### src/rtl/counter_ctrl_if.sv
// Control/status bundle for counter_ctrl: request inputs from the controller side
// and registered status returned by the counter block.
interface counter_ctrl_if #(
    parameter int WIDTH = 4,
    parameter int RW    = 4
);
    // start is a one-edge request, not a valid/ready pair: it is accepted only in IDLE/DONE
    // with a non-zero limit (busy rises next cycle), refused with cfg_err when limit is zero,
    // and silently dropped in RUN/HOLD or when halt is asserted on the same edge.
    logic             start;
    logic             halt;
    logic             hold;
    logic             auto_reload;
    logic [WIDTH-1:0] limit;
    logic [WIDTH-1:0] counter;
    logic             busy;
    logic             done;
    logic             cfg_err;
    logic [RW-1:0]    rounds;

    modport master (
        output start, halt, hold, auto_reload, limit,
        input  counter, busy, done, cfg_err, rounds
    );

    modport slave (
        input  start, halt, hold, auto_reload, limit,
        output counter, busy, done, cfg_err, rounds
    );
endinterface

### src/rtl/counter_ctrl.sv
// One-shot / periodic terminal counter with hold, abort and a saturating count of
// completed periods. Every status output comes straight from a register.
module counter_ctrl #(
    parameter int WIDTH = 4,
    parameter int RW    = 4
) (
    input  logic                i_clk,
    input  logic                i_rst,
    counter_ctrl_if.slave       bus,
    // FSM state for observation: 0 IDLE, 1 RUN, 2 HOLD, 3 DONE
    output logic [1:0]          o_dbg_state
);

    typedef enum logic [1:0] {
        S_IDLE = 2'd0,
        S_RUN  = 2'd1,
        S_HOLD = 2'd2,
        S_DONE = 2'd3
    } state_t;

    state_t           r_state;
    state_t           w_state_nxt;
    logic [WIDTH-1:0] r_counter;
    logic [WIDTH-1:0] w_counter_nxt;
    logic [WIDTH-1:0] r_lim;
    logic [WIDTH-1:0] w_lim_nxt;
    logic             r_mode;
    logic             w_mode_nxt;
    logic             r_busy;
    logic             w_busy_nxt;
    logic             r_done;
    logic             w_done_nxt;
    logic             r_cfg_err;
    logic             w_cfg_err_nxt;
    logic [RW-1:0]    r_rounds;
    logic [RW-1:0]    w_rounds_nxt;

    logic             w_can_start;
    logic             w_limit_ok;
    logic             w_terminal;
    logic             w_rounds_max;

    assign w_can_start  = (r_state == S_IDLE) || (r_state == S_DONE);
    assign w_limit_ok   = (bus.limit != '0);
    assign w_terminal   = (r_counter == r_lim);
    assign w_rounds_max = (r_rounds == '1);

    always_ff @(posedge i_clk) begin
        if (i_rst) begin
            r_state   <= S_IDLE;
            r_counter <= '0;
            r_lim     <= '0;
            r_mode    <= 1'b0;
            r_busy    <= 1'b0;
            r_done    <= 1'b0;
            r_cfg_err <= 1'b0;
            r_rounds  <= '0;
        end else begin
            r_state   <= w_state_nxt;
            r_counter <= w_counter_nxt;
            r_lim     <= w_lim_nxt;
            r_mode    <= w_mode_nxt;
            r_busy    <= w_busy_nxt;
            r_done    <= w_done_nxt;
            r_cfg_err <= w_cfg_err_nxt;
            r_rounds  <= w_rounds_nxt;
        end
    end

    // Edge priority: halt, then start acceptance, then hold, then terminal count, then increment.
    always_comb begin
        w_state_nxt   = r_state;
        w_counter_nxt = r_counter;
        w_lim_nxt     = r_lim;
        w_mode_nxt    = r_mode;
        w_done_nxt    = 1'b0;
        w_cfg_err_nxt = 1'b0;
        w_rounds_nxt  = r_rounds;

        if (bus.halt) begin
            w_state_nxt   = S_IDLE;
            w_counter_nxt = '0;
        end else if (w_can_start && bus.start) begin
            if (w_limit_ok) begin
                w_state_nxt   = S_RUN;
                w_counter_nxt = '0;
                w_lim_nxt     = bus.limit;
                w_mode_nxt    = bus.auto_reload;
                w_rounds_nxt  = '0;
            end else begin
                w_cfg_err_nxt = 1'b1;
            end
        end else begin
            case (r_state)
                S_RUN: begin
                    if (bus.hold) begin
                        w_state_nxt = S_HOLD;
                    end else if (w_terminal) begin
                        w_done_nxt = 1'b1;
                        if (!w_rounds_max) begin
                            w_rounds_nxt = r_rounds + 1'b1;
                        end
                        if (r_mode) begin
                            w_counter_nxt = '0;
                        end else begin
                            w_state_nxt = S_DONE;
                        end
                    end else begin
                        w_counter_nxt = r_counter + 1'b1;
                    end
                end
                // Release only changes state; the frozen value advances on the following edge.
                S_HOLD: begin
                    if (!bus.hold) begin
                        w_state_nxt = S_RUN;
                    end
                end
                default: begin
                end
            endcase
        end

        w_busy_nxt = (w_state_nxt == S_RUN) || (w_state_nxt == S_HOLD);
    end

    always_ff @(posedge i_clk) begin
        if (!i_rst) begin
            assert (!(r_done && r_cfg_err));
            assert (r_counter <= r_lim);
        end
    end

    assign bus.counter = r_counter;
    assign bus.busy    = r_busy;
    assign bus.done    = r_done;
    assign bus.cfg_err = r_cfg_err;
    assign bus.rounds  = r_rounds;
    assign o_dbg_state = r_state;

endmodule

### src/flat_wrapper.sv
// flat-port wrapper written by rule: the top's interface ports become plain ports
module counter_ctrl_flat 
#(
    parameter int WIDTH = 4,
    parameter int RW    = 4
)
  (i_clk, i_rst, o_dbg_state, bus_start, bus_halt, bus_hold, bus_auto_reload, bus_limit, bus_counter, bus_busy, bus_done, bus_cfg_err, bus_rounds);
  counter_ctrl_if #(.WIDTH(WIDTH), .RW(RW)) bus_i ();
  input  logic i_clk;
  input  logic i_rst;
  output logic [1:0] o_dbg_state;
  input wire logic [$bits(bus_i.start)-1:0] bus_start;
  input wire logic [$bits(bus_i.halt)-1:0] bus_halt;
  input wire logic [$bits(bus_i.hold)-1:0] bus_hold;
  input wire logic [$bits(bus_i.auto_reload)-1:0] bus_auto_reload;
  input wire logic [$bits(bus_i.limit)-1:0] bus_limit;
  output wire logic [$bits(bus_i.counter)-1:0] bus_counter;
  output wire logic [$bits(bus_i.busy)-1:0] bus_busy;
  output wire logic [$bits(bus_i.done)-1:0] bus_done;
  output wire logic [$bits(bus_i.cfg_err)-1:0] bus_cfg_err;
  output wire logic [$bits(bus_i.rounds)-1:0] bus_rounds;
  assign bus_i.start = bus_start;
  assign bus_i.halt = bus_halt;
  assign bus_i.hold = bus_hold;
  assign bus_i.auto_reload = bus_auto_reload;
  assign bus_i.limit = bus_limit;
  assign bus_counter = bus_i.counter;
  assign bus_busy = bus_i.busy;
  assign bus_done = bus_i.done;
  assign bus_cfg_err = bus_i.cfg_err;
  assign bus_rounds = bus_i.rounds;
  counter_ctrl #(.WIDTH(WIDTH), .RW(RW)) u_core (.i_clk(i_clk), .i_rst(i_rst), .bus(bus_i), .o_dbg_state(o_dbg_state));
endmodule
### config.mk
export PLATFORM = sky130hd
export DESIGN_NAME = counter_ctrl_flat
export DESIGN_NICKNAME = d
export VERILOG_FILES = /design/src/rtl/counter_ctrl_if.sv /design/src/rtl/counter_ctrl.sv /design/src/flat_wrapper.sv
export SDC_FILE = /design/constraint.sdc
export NUM_CORES = 1
export LEC_CHECK = 0
export CORE_UTILIZATION = 35
export DETAILED_ROUTE_END_ITERATION = 10
export RECOVER_POWER = 50
export SYNTH_ARGS = -nofsm -noshare
export SYNTH_HDL_FRONTEND = slang
export SYNTH_SLANG_ARGS = --single-unit
### constraint.sdc
create_clock -name i_clk -period 6.7 [get_ports i_clk]
set_input_delay 1.34 -clock i_clk [delete_from_list [all_inputs] [get_ports i_clk]]
set_output_delay 1.34 -clock i_clk [all_outputs]
set_load 0.02 [all_outputs]
==> Word-level counts from Yosys, hierarchy flattened <==
Cells that the tools add are included.
Widths: inputs -> output; s select.
{ "word_totals": {"reg_bits": 18, "input_bits": 10, "out_inout_bits": 13} }
{ "op_classes": {"n_addsub": 2, "eq_ne": 11, "mux": 21, "bitwise": 3, "n_reduce_logical": 13} }
{ "ops": {"columns": ["operator", "count"], "rows": [
  ["$mux 4", 11],
  ["$mux 2", 7],
  ["$add 4x1->4 const B", 2],
  ["$eq 2x2->1 const B", 3],
  ["$reduce_and 6->1", 1],
  ["$reduce_or 5->1", 1],
  ["$eq 2x1->1 const B", 2],
  ["$eq 4x4->1", 1],
  ["$eq 4x4->1 const B", 1],
  ["$ne 2x1->1 const B", 2],
  ["$pmux 2 s2", 1],
  ["$reduce_and 4->1", 1],
  ["$reduce_bool 2->1", 2],
  ["$reduce_bool 4->1", 1],
  ["$ne 3x2->1 const B", 1],
  ["$not 1->1", 3],
  ["$reduce_and 3->1", 1],
  ["$reduce_or 3->1", 1],
  ["$logic_not 2->1", 1],
  ["$logic_or 1x1->1", 2],
  ["$mux 1", 2],
  ["$ne 2x2->1 const B", 1],
  ["$reduce_or 2->1", 1],
  ["$logic_and 1x1->1", 1]
]} }

==> Longest topological paths before layout <==
Gate-level depths: netlist of the first run.
{ "logic_depth": {"ltp_word": 8, "mapped_depth": 8, "depth_no_buf": 7} }

==> Worst setup path before layout of the first run <==
No wires, ideal clock.
{ "synth_timing": {"kind": "in2reg", "startpoint": "in bus_start", "endpoint": "reg u_core.r_rounds[3], in the netlist u_core.bus.rounds[3]", "setup_ns": 0.070, "arrival_time_ns": 2.730, "required_ns": 6.630, "setup_slack_ns": 3.900, "path_stages": 6, "path_buffers": 1, "cell_sequence": "and2_1 buf_6 a311o_1 a211o_1 or3_1 a21boi_1"} }
{ "synth_between": {"elab_chain_len": 3} }
{ "synth_lines": {"columns": ["item", "line_no", "text"], "rows": [
  ["start, declared", "flat_wrapper.sv:12", "input wire logic [$bits(bus_i.start)-1:0] bus_start;"],
  ["$logic_and 1x1->1 *", "counter_ctrl.sv:83", "end else if (w_can_start && bus.start) begin"],
  ["$ne 2x2->1 (no source line) (tied with other cells)", null, null],
  ["$reduce_and 6->1 (no source line)", null, null],
  ["end signal, assigned", "counter_ctrl.sv:66", "r_rounds <= w_rounds_nxt;"],
  ["end, declared", "counter_ctrl.sv:35", "logic [RW-1:0] r_rounds;"]
]} }
Mark *: on every way between the ends. The rest lies on a longest branch, timed or not.
A chain may end at the register's enable or synchronous reset.

==> Worst setup path after layout of the first run <==
{ "layout_timing": {"startpoint": "in bus_limit[2]", "endpoint": "reg u_core.r_counter[2], in the netlist u_core.bus.counter[2]"} }
{ "layout_between": {"elab_chain_len": 3} }
{ "layout_lines": {"columns": ["item", "line_no", "text"], "rows": [
  ["start, declared", "flat_wrapper.sv:16", "input wire logic [$bits(bus_i.limit)-1:0] bus_limit;"],
  ["$reduce_bool 4->1", "counter_ctrl.sv:44", "assign w_limit_ok = (bus.limit != '0);"],
  ["$ne 2x1->1 (no source line)", null, null],
  ["$reduce_and 4->1 (no source line)", null, null],
  ["end signal, assigned", "counter_ctrl.sv:60", "r_counter <= w_counter_nxt;"],
  ["end, declared", "counter_ctrl.sv:23", "logic [WIDTH-1:0] r_counter;"]
]} }
Every way passes these cells.

==> results.cfg, run 1 <==
[status]
status = finished, final reports clean

[clock_network]
clock-root-buffer = clkbuf_4
clk_pin_slew_ps = 90
post_cts_buffers = 0
cts_sinks = 18
cts-resized-gates = 0
clk_path_buf_depth = 2
cts_hold_buf = 0
cts_buffers = 3
cts.htree.levels = 1
cts_tree = done
clock_latency_ps = 300

[critical_path]
cp_cell_sequence = dlygate4sd3_1 -> or4_1 -> and2_2 -> a311oi_1 -> nand2b_1 -> mux2i_1
critPathLaunch = bus_limit[2]
cp-end-kind = flop
slowest_stage = or4_1
start_kind = input port
worstReg2RegStart = u_core.o_dbg_state[0]
worst-endpoint-arrival_ps = 3380
crit_fanout = 5
required_ps = 6920
r2r_slack_ps = 4270
crit_family = simple AND/OR/NAND/NOR gates
worst_path_largest_cell_delay_ps = 650
critPathBufInv = 1
worstSetupPathType = input port to flop

[yosys]
synth-edff-count = 0
synth_ff_type = dfxtp_1
synth_area_leaders = dfxtp_1 (38%), ha_1 (5.3%), mux2i_1 (5.3%), nor2_1 (4.8%), xnor2_1 (3.7%)
synth_top_cell_by_area = dfxtp_1
yosysMostFrequentCell = dfxtp_1
synthArstFlopShare_pct = 0
synth.avg_cell_area_um2 = 8.925
synthCells = 105
yosysSeqAreaShare_pct = 38.45
syn_area_um2 = 937.1
yosys.cell_types.count = 38
synth_nets = 119
netlist.area_leader.share_pct = 38.45
synthTopCellsByCount = dfxtp_1 (18), nor2_1 (12), o21ai_0 (6)
synth-seq-cells = 18
ys_warn_count = 0

[floorplanning]
die_w_um = 53.75
die_h_um = 53.75
pin_count = 23
dieArea_um2 = 2889
rows = 18
core-area_um2 = 2500
initial_utilization_pct = 37.49

[sta]
slew_viol_final = 0
worst_pin_slew_ps = 438.0
period_share_pct = 47.21
fin_skew_ps = 11.20
relSlewSlack_pct = 70.80
finalSetupViolCount = 0
tns_ps = 0
period_needed_ps = 3163
fmaxAchievable_ghz = 0.3161
rsz0062_at_grt = no
final_hold_viol_count = 0

[place]
placed_cells = 155
placed_cell_area_um2 = 1180
hpwl_um = 1580
gp_congestion = 0.8311
portBuffers = 22

[power]
p_int_mw = 0.1570
power_frac_comb_pct = 15.2
power_switching_mw = 0.05319
swShare_pct = 25.30
leakage_nw = 0.4532
ir_drop_mv = 0.1160
report.power.total_mw = 0.2102
powerDensity_nw_per_um2 = 172.9
power_frac_seq_pct = 53.0
p_clk_share_pct = 31.8

[grt]
overflow = 0
grt_max_degree = 11
gr-usage-all-layers_pct = 15.97
antenna_found_initial = 0
grt_pass1_wl_um = 3298
grt_pass1_vias = 757

[cells_and_area]
finalNetCount = 144
drive_above_1_share_pct = 3.876
utilization_pct = 48.65
num_antenna_cells = 0
instances_no_fill = 159
syn_to_final_growth_pct = 29.77
final_area_um2 = 1216

[worst_hold_path]
hold_class = flop to flop
hp-start = u_core.r_lim[3]

[job]
max-cap-violations = 0

[routing]
num_vias = 868
initialDrtViolationCount = 23
drt_wl_total_um = 1982
dr.pass1.iters = 4
routed_via_density = 5.459
wire_per_inst_um = 12.47
drc = 0
ant_nets = 0
final cells by class:
type,instances,area [µm²]
inverter,3,11.26
tap,30,37.54
fill,243,1284
timing repair buffer,22,220.2
clock buffer,4,36.28
sequential,18,360.3
multi-input combinational,82,550.5
per-stage QoR:
step | hold slack, ps | worst slack, ps
floorplan | 471.3 | 3900
global placement | 490.7 | 3394
detailed placement | 493.2 | 3370
CTS | 516.9 | 3669
global route | 534.2 | 3417
finish | 510.9 | 3537
sequential cells by signal, indices dropped and copies added, names as in the netlist:
name and cells:
u_core.r_mode 1, u_core.bus.done 1, u_core.o_dbg_state 2, u_core.bus.counter 4, u_core.bus.rounds 4, u_core.bus.cfg_err 1, u_core.r_lim 4, u_core.bus.busy 1
per-layer routing:
layer  up-vias  global-route usage [%]  share of wire [%]
met1       398                   19.76                 49
met2        22                   25.93                 46
li1        444                       -                  -
met3         4                   3.390                3.6
met5         -                       0                  0
met4         0                   7.895                1.4
path summary, 6_finish.rpt:
kind | end | depth (start not counted)
max | u_core.bus.counter[2] | 6
max reg2reg | u_core.bus.rounds[3] | 7
min | u_core.r_lim[3] | 1
min reg2reg | u_core.r_lim[3] | 1
power groups by stage:
stage	sequential (mW)	combinational [mW]	clock [mW]
finish	0.111	0.0319	0.0669
CTS	0.112	0.0322	0.0687
detailed placement	0.114	0.0321	0
global placement	0.114	0.0318	0
floorplan	0.115	0.0196	0
global route	0.112	0.0352	0.0747
cell usage in the layout (no fill, tap or decap), types with 2 or more instances in the layout:
cell type	netlist	layout
nand4_1	2	2
nor3_1	5	5
xnor2_1	4	4
ha_1	4	4
a22o_1	3	3
o21ai_0	6	6
nor4_1	2	2
dlygate4sd3_1	0	12
a21boi_0	2	2
a211o_1	2	2
nor2_1	12	12
a21oi_1	4	4
or3_1	3	3
nand3_1	2	2
inv_1	3	3
a21boi_1	2	2
mux2i_1	5	5
clkbuf_4	0	3
o2111ai_1	2	2
dfxtp_1	18	18
clkdlybuf4s50_1	0	10
nand2_1	4	4
nand2b_1	2	2
cells by family after synthesis:
kind of cell	count (synthesis)	synth area share, %
multiplexers	5	5.341
flip-flops	18	38.45
AO/OA/AOI/OAI	29	22.17
buffers and inverters	5	2.803
adder cells (fa/ha/maj)	4	5.341
AND/OR/NAND/NOR	40	22.16
XOR/XNOR	4	3.738
Power figures use the tool's default switching activity.
==> run 2, diff against run 1 <==
==> constraint.sdc (replaced) <==
create_clock -name i_clk -period 3.19 [get_ports i_clk]
set_input_delay 0.638 -clock i_clk [delete_from_list [all_inputs] [get_ports i_clk]]
set_output_delay 0.638 -clock i_clk [all_outputs]
set_load 0.02 [all_outputs]
==> run 2 against run 1 <==
Clock power is 110% higher. Total power is 110% higher. Global-route usage stayed put. Flip-flop and latch count stayed put. Sequential power up 110%. Cell area unchanged. Worst setup slack lost 2800 ps. Count of clock-buffer cells in the layout is the same. Core utilization unchanged. Register-to-register slack got worse by 3600 ps. Final cell count unchanged. Highest routed layer unchanged.
==> results.cfg, run 2 (synthesis results as in run 1) <==
[grt]
grt_pass1_vias = 757
gr-usage-all-layers_pct = 15.97
grt_pass1_wl_um = 3298
antenna_found_initial = 0
grt_max_degree = 11
overflow = 0

[routing]
num_vias = 868
ant_nets = 0
routed_via_density = 5.459
drt_wl_total_um = 1982
initialDrtViolationCount = 23
dr.pass1.iters = 4
drc = 0
wire_per_inst_um = 12.47

[clock_network]
cts.htree.levels = 1
clk_pin_slew_ps = 110
clock_latency_ps = 300
cts_buffers = 3
clk_path_buf_depth = 2
cts_tree = done
cts_sinks = 18
post_cts_buffers = 0
cts_hold_buf = 0
clock-root-buffer = clkbuf_4
cts-resized-gates = 0

[power]
powerDensity_nw_per_um2 = 363.0
leakage_nw = 0.4527
ir_drop_mv = 0.2437

[sta]
period_share_pct = 78.45
tns_ps = 0
fmaxAchievable_ghz = 0.3996
final_hold_viol_count = 0
fin_skew_ps = 11.20
rsz0062_at_grt = no
period_needed_ps = 2502
finalSetupViolCount = 0
relSlewSlack_pct = 70.80
worst_pin_slew_ps = 438.0
slew_viol_final = 0

[worst_hold_path]
hp-start = u_core.r_lim[3]
hold_depth = 1
hold_class = flop to flop
hold_end = u_core.r_lim[3]

[floorplanning]
rows = 18
initial_utilization_pct = 37.49
dieArea_um2 = 2889
pin_count = 23
core-area_um2 = 2500
die_w_um = 53.75
die_h_um = 53.75

[critical_path]
cp_cell_sequence = inv_1 -> ha_1 -> and2_0 -> a311o_1 -> a211o_1 -> or3_1 -> a21boi_1
slowest_stage = dfxtp_1
worst-endpoint-arrival_ps = 2740
worstReg2RegStart = u_core.o_dbg_state[0]
cp-end-kind = flop
r2r_slack_ps = 690
worst_path_largest_cell_delay_ps = 430
start_kind = flop
worstSetupPathType = flop to flop
reg2regPathDepth = 7
crit_fanout = 9
r2r-end = u_core.bus.rounds[3]
required_ps = 3430

[place]
gp_congestion = 0.8312
placed_cell_area_um2 = 1180
hpwl_um = 1580
portBuffers = 22

[cells_and_area]
num_antenna_cells = 0
syn_to_final_growth_pct = 29.77
final_cell_mix = dfxtp_1 (18), nor2_1 (12), dlygate4sd3_1 (12), clkdlybuf4s50_1 (10), o21ai_0 (6)
final_common_cell = dfxtp_1
finalNetCount = 144
drive_above_1_share_pct = 3.876
final_area_um2 = 1216

[job]
max-cap-violations = 0

[status]
status = finished, final reports clean
run 2: cell counts in the layout (fill, tap and decap cells not counted):
Identical to the previous run, type by type.
run 2: critical path: cells and delay by family (launching register included):
family,cells,cell delay [ps]
AO/OA/AOI/OAI,3,880
adder cells (fa/ha/maj),1,380
buffers and inverters,1,70
flip-flops,1,430
AND/OR/NAND/NOR,2,680
run 2: cell type report:
type	count	area, µm²
repair buffers	22	220.2
inverters	3	11.26
multi-input cells	82	550.5
well taps	30	37.54
fillers	243	1284
flip-flops and latches	18	360.3
clock buffers	4	36.28
run 2: routing by layer:
metal | track usage (%) | up-vias | wire (µm)
met4 | 7.895 | 0 | 27
met3 | 3.390 | 4 | 71
met2 | 25.93 | 22 | 910
met5 | 0 | - | 0
met1 | 19.76 | 398 | 973
li1 | - | 444 | -
run 2: stage by stage:
stage / setup WS [ps] / hold WS, ps / total power [mW] / instances / utilization [%]
finish: 687.6 / 510.9 / 0.4415 / 159 / 48.65
global placement: 586.3 / 490.7 / 0.3062 / 155 / 47.20
CTS: 753.3 / 516.9 / 0.4464 / 159 / 48.65
global route: 512.6 / 534.2 / 0.4660 / 159 / 48.65
floorplan: 779.9 / 471.3 / 0.2821 / 105 / -
detailed placement: 562.2 / 493.2 / 0.3070 / 155 / 47.20
run 2: report_power, final:
| part | switching [mW] | internal (mW) |
|---|---|---|
| Clock | 0.0709 | 0.0695 |
| Combinational | 0.0365 | 0.0303 |
| Sequential | 0.00436 | 0.230 |
run 2: worst max path at each step:
stage          slack [ps]  cells after the start                     to                   from
3_3_place_gp          590                      6  u_core.bus.counter[2]           bus_limit[2]
2_1_floorplan         780                      8   u_core.bus.rounds[3]  u_core.o_dbg_state[0]
4_1_cts               750                      7   u_core.bus.rounds[3]  u_core.o_dbg_state[0]
5_1_grt               510                      7   u_core.bus.rounds[3]  u_core.o_dbg_state[0]
6_report              690                      7   u_core.bus.rounds[3]  u_core.o_dbg_state[0]
3_5_place_dp          560                      6   u_core.bus.rounds[3]              bus_start
==> run 3, diff against run 2 <==
==> constraint.sdc (replaced) <==
create_clock -name i_clk -period 2.4 [get_ports i_clk]
set_input_delay 0.48 -clock i_clk [delete_from_list [all_inputs] [get_ports i_clk]]
set_output_delay 0.48 -clock i_clk [all_outputs]
set_load 0.02 [all_outputs]
==> run 3 against run 2 <==
Clock power increased by 34%. Core utilization increased by 2.9 points. Sequential power increased by 33%. Worst setup slack got worse by 490 ps. Worst hold slack improved by 6.3 ps. Critical path type unchanged. Critical endpoint unchanged. Largest power group unchanged.
==> results.cfg, run 3 (synthesis results as in run 1) <==
[floorplanning]
dieArea_um2 = 2889
rows = 18
die_h_um = 53.75
pin_count = 23
initial_utilization_pct = 37.49
die_w_um = 53.75
core-area_um2 = 2500

[critical_path]
worstReg2RegStart = u_core.o_dbg_state[0]
cp-end-kind = flop
critPathLaunch = u_core.o_dbg_state[0]
crit_fanout = 6
worst-endpoint-arrival_ps = 2430
start_kind = flop
required_ps = 2630
worstSetupPathType = flop to flop

[cells_and_area]
finalNetCount = 154
final_cell_mix = dfxtp_1 (17), nor2_1 (12), clkdlybuf4s50_1 (11), dlygate4sd3_1 (11), buf_4 (9)
final_common_cell = dfxtp_1
syn_to_final_growth_pct = 37.52
num_antenna_cells = 0
drive_above_1_share_pct = 11.51
final_area_um2 = 1289

[sta]
finalSetupViolCount = 0
period_needed_ps = 2198
fin_skew_ps = 5.474
tns_ps = 0
rsz0062_at_grt = no
relSlewSlack_pct = 69.65
fmaxAchievable_ghz = 0.4549
worst_pin_slew_ps = 451.1
final_hold_viol_count = 0
slew_viol_final = 0
period_share_pct = 91.60

[grt]
grt_max_degree = 11
antenna_found_initial = 0
grt_pass1_vias = 822
overflow = 0
gr-usage-all-layers_pct = 17.55
grt_pass1_wl_um = 3657

[place]
placed_cell_area_um2 = 1256
portBuffers = 22
hpwl_um = 1744
gp_congestion = 0.7632

[routing]
ant_nets = 0
drt_wl_total_um = 2194
num_vias = 908
initialDrtViolationCount = 14
drc = 0
dr.pass1.iters = 4
wire_per_inst_um = 12.98
routed_via_density = 5.373

[status]
status = finished, final reports clean

[clock_network]
cts_buffers = 3
clock_latency_ps = 290
clk_pin_slew_ps = 110
cts_hold_buf = 0
cts.htree.levels = 1
cts_tree = done
post_cts_buffers = 0
clk_path_buf_depth = 2
clock-root-buffer = clkbuf_4
cts_sinks = 18
cts-resized-gates = 0

[worst_hold_path]
hp-start = u_core.r_lim[1]
hold_class = flop to flop

[power]
ir_drop_mv = 0.2852
report.power.total_mw = 0.6037
leakage_nw = 0.4976
powerDensity_nw_per_um2 = 468.4

[job]
max-cap-violations = 0
==> run 3: cell types whose count changed in the layout (fill, tap and decap cells not counted), sizes merged <==
cell and change:
buf +9, clkdlybuf4s50 +1, clkbuf +1, dlygate4sd3 -1
==> run 3: final cells by class <==
type / count / area [µm²]
Clock buffer: 4 / 36.28
Fill cell: 248 / 1211
Inverter: 3 / 11.26
Multi-Input combinational cell: 82 / 550.5
Sequential cell: 18 / 361.6
Tap cell: 30 / 37.54
Timing Repair Buffer: 32 / 291.5
==> run 3: worst max-delay path, cell delays in order, from the launching register on <==
cell	delay, ps
dfxtp_2	390
inv_1	60
ha_1	300
and2_1	200
a311o_1	350
a211o_1	340
or3_1	360
a21boi_1	140
==> run 3: final timing paths <==
check / slack, ps / end / depth (start not counted)
max: 200 / u_core.bus.rounds[3] / 7
min: 520 / u_core.r_lim[1] / 1
min reg2reg: 520 / u_core.r_lim[1] / 1
max reg2reg: 200 / u_core.bus.rounds[3] / 7
==> run 3: through the flow <==
step	hold slack (ps)	utilization, %	setup WS [ps]	instances
2_1_floorplan	471.3	-	89.26	105
3_3_place_gp	492.7	50.25	47.11	165
3_5_place_dp	491.4	50.25	-31.49	165
4_1_cts	521.7	51.70	190.0	169
5_1_grt	532.5	51.55	85.65	169
6_report	517.2	51.55	201.6	169
==> run 3: report_power, final <==
part / total, mW / switching, mW / internal, mW
logic: 0.104 / 0.0518 / 0.0521
registers: 0.311 / 0.00574 / 0.306
clock network: 0.188 / 0.0961 / 0.0922
total: 0.604 / 0.154 / 0.450
==> run 3: per-layer routing <==
layer  GRT usage [%]  vias to the layer above  wire length (µm)
li1                -                      468                 -
met2           28.81                       15              1046
met4           3.947                        0                12
met3           3.390                        2                76
met1           23.47                      423              1059
met5               0                        -                 0
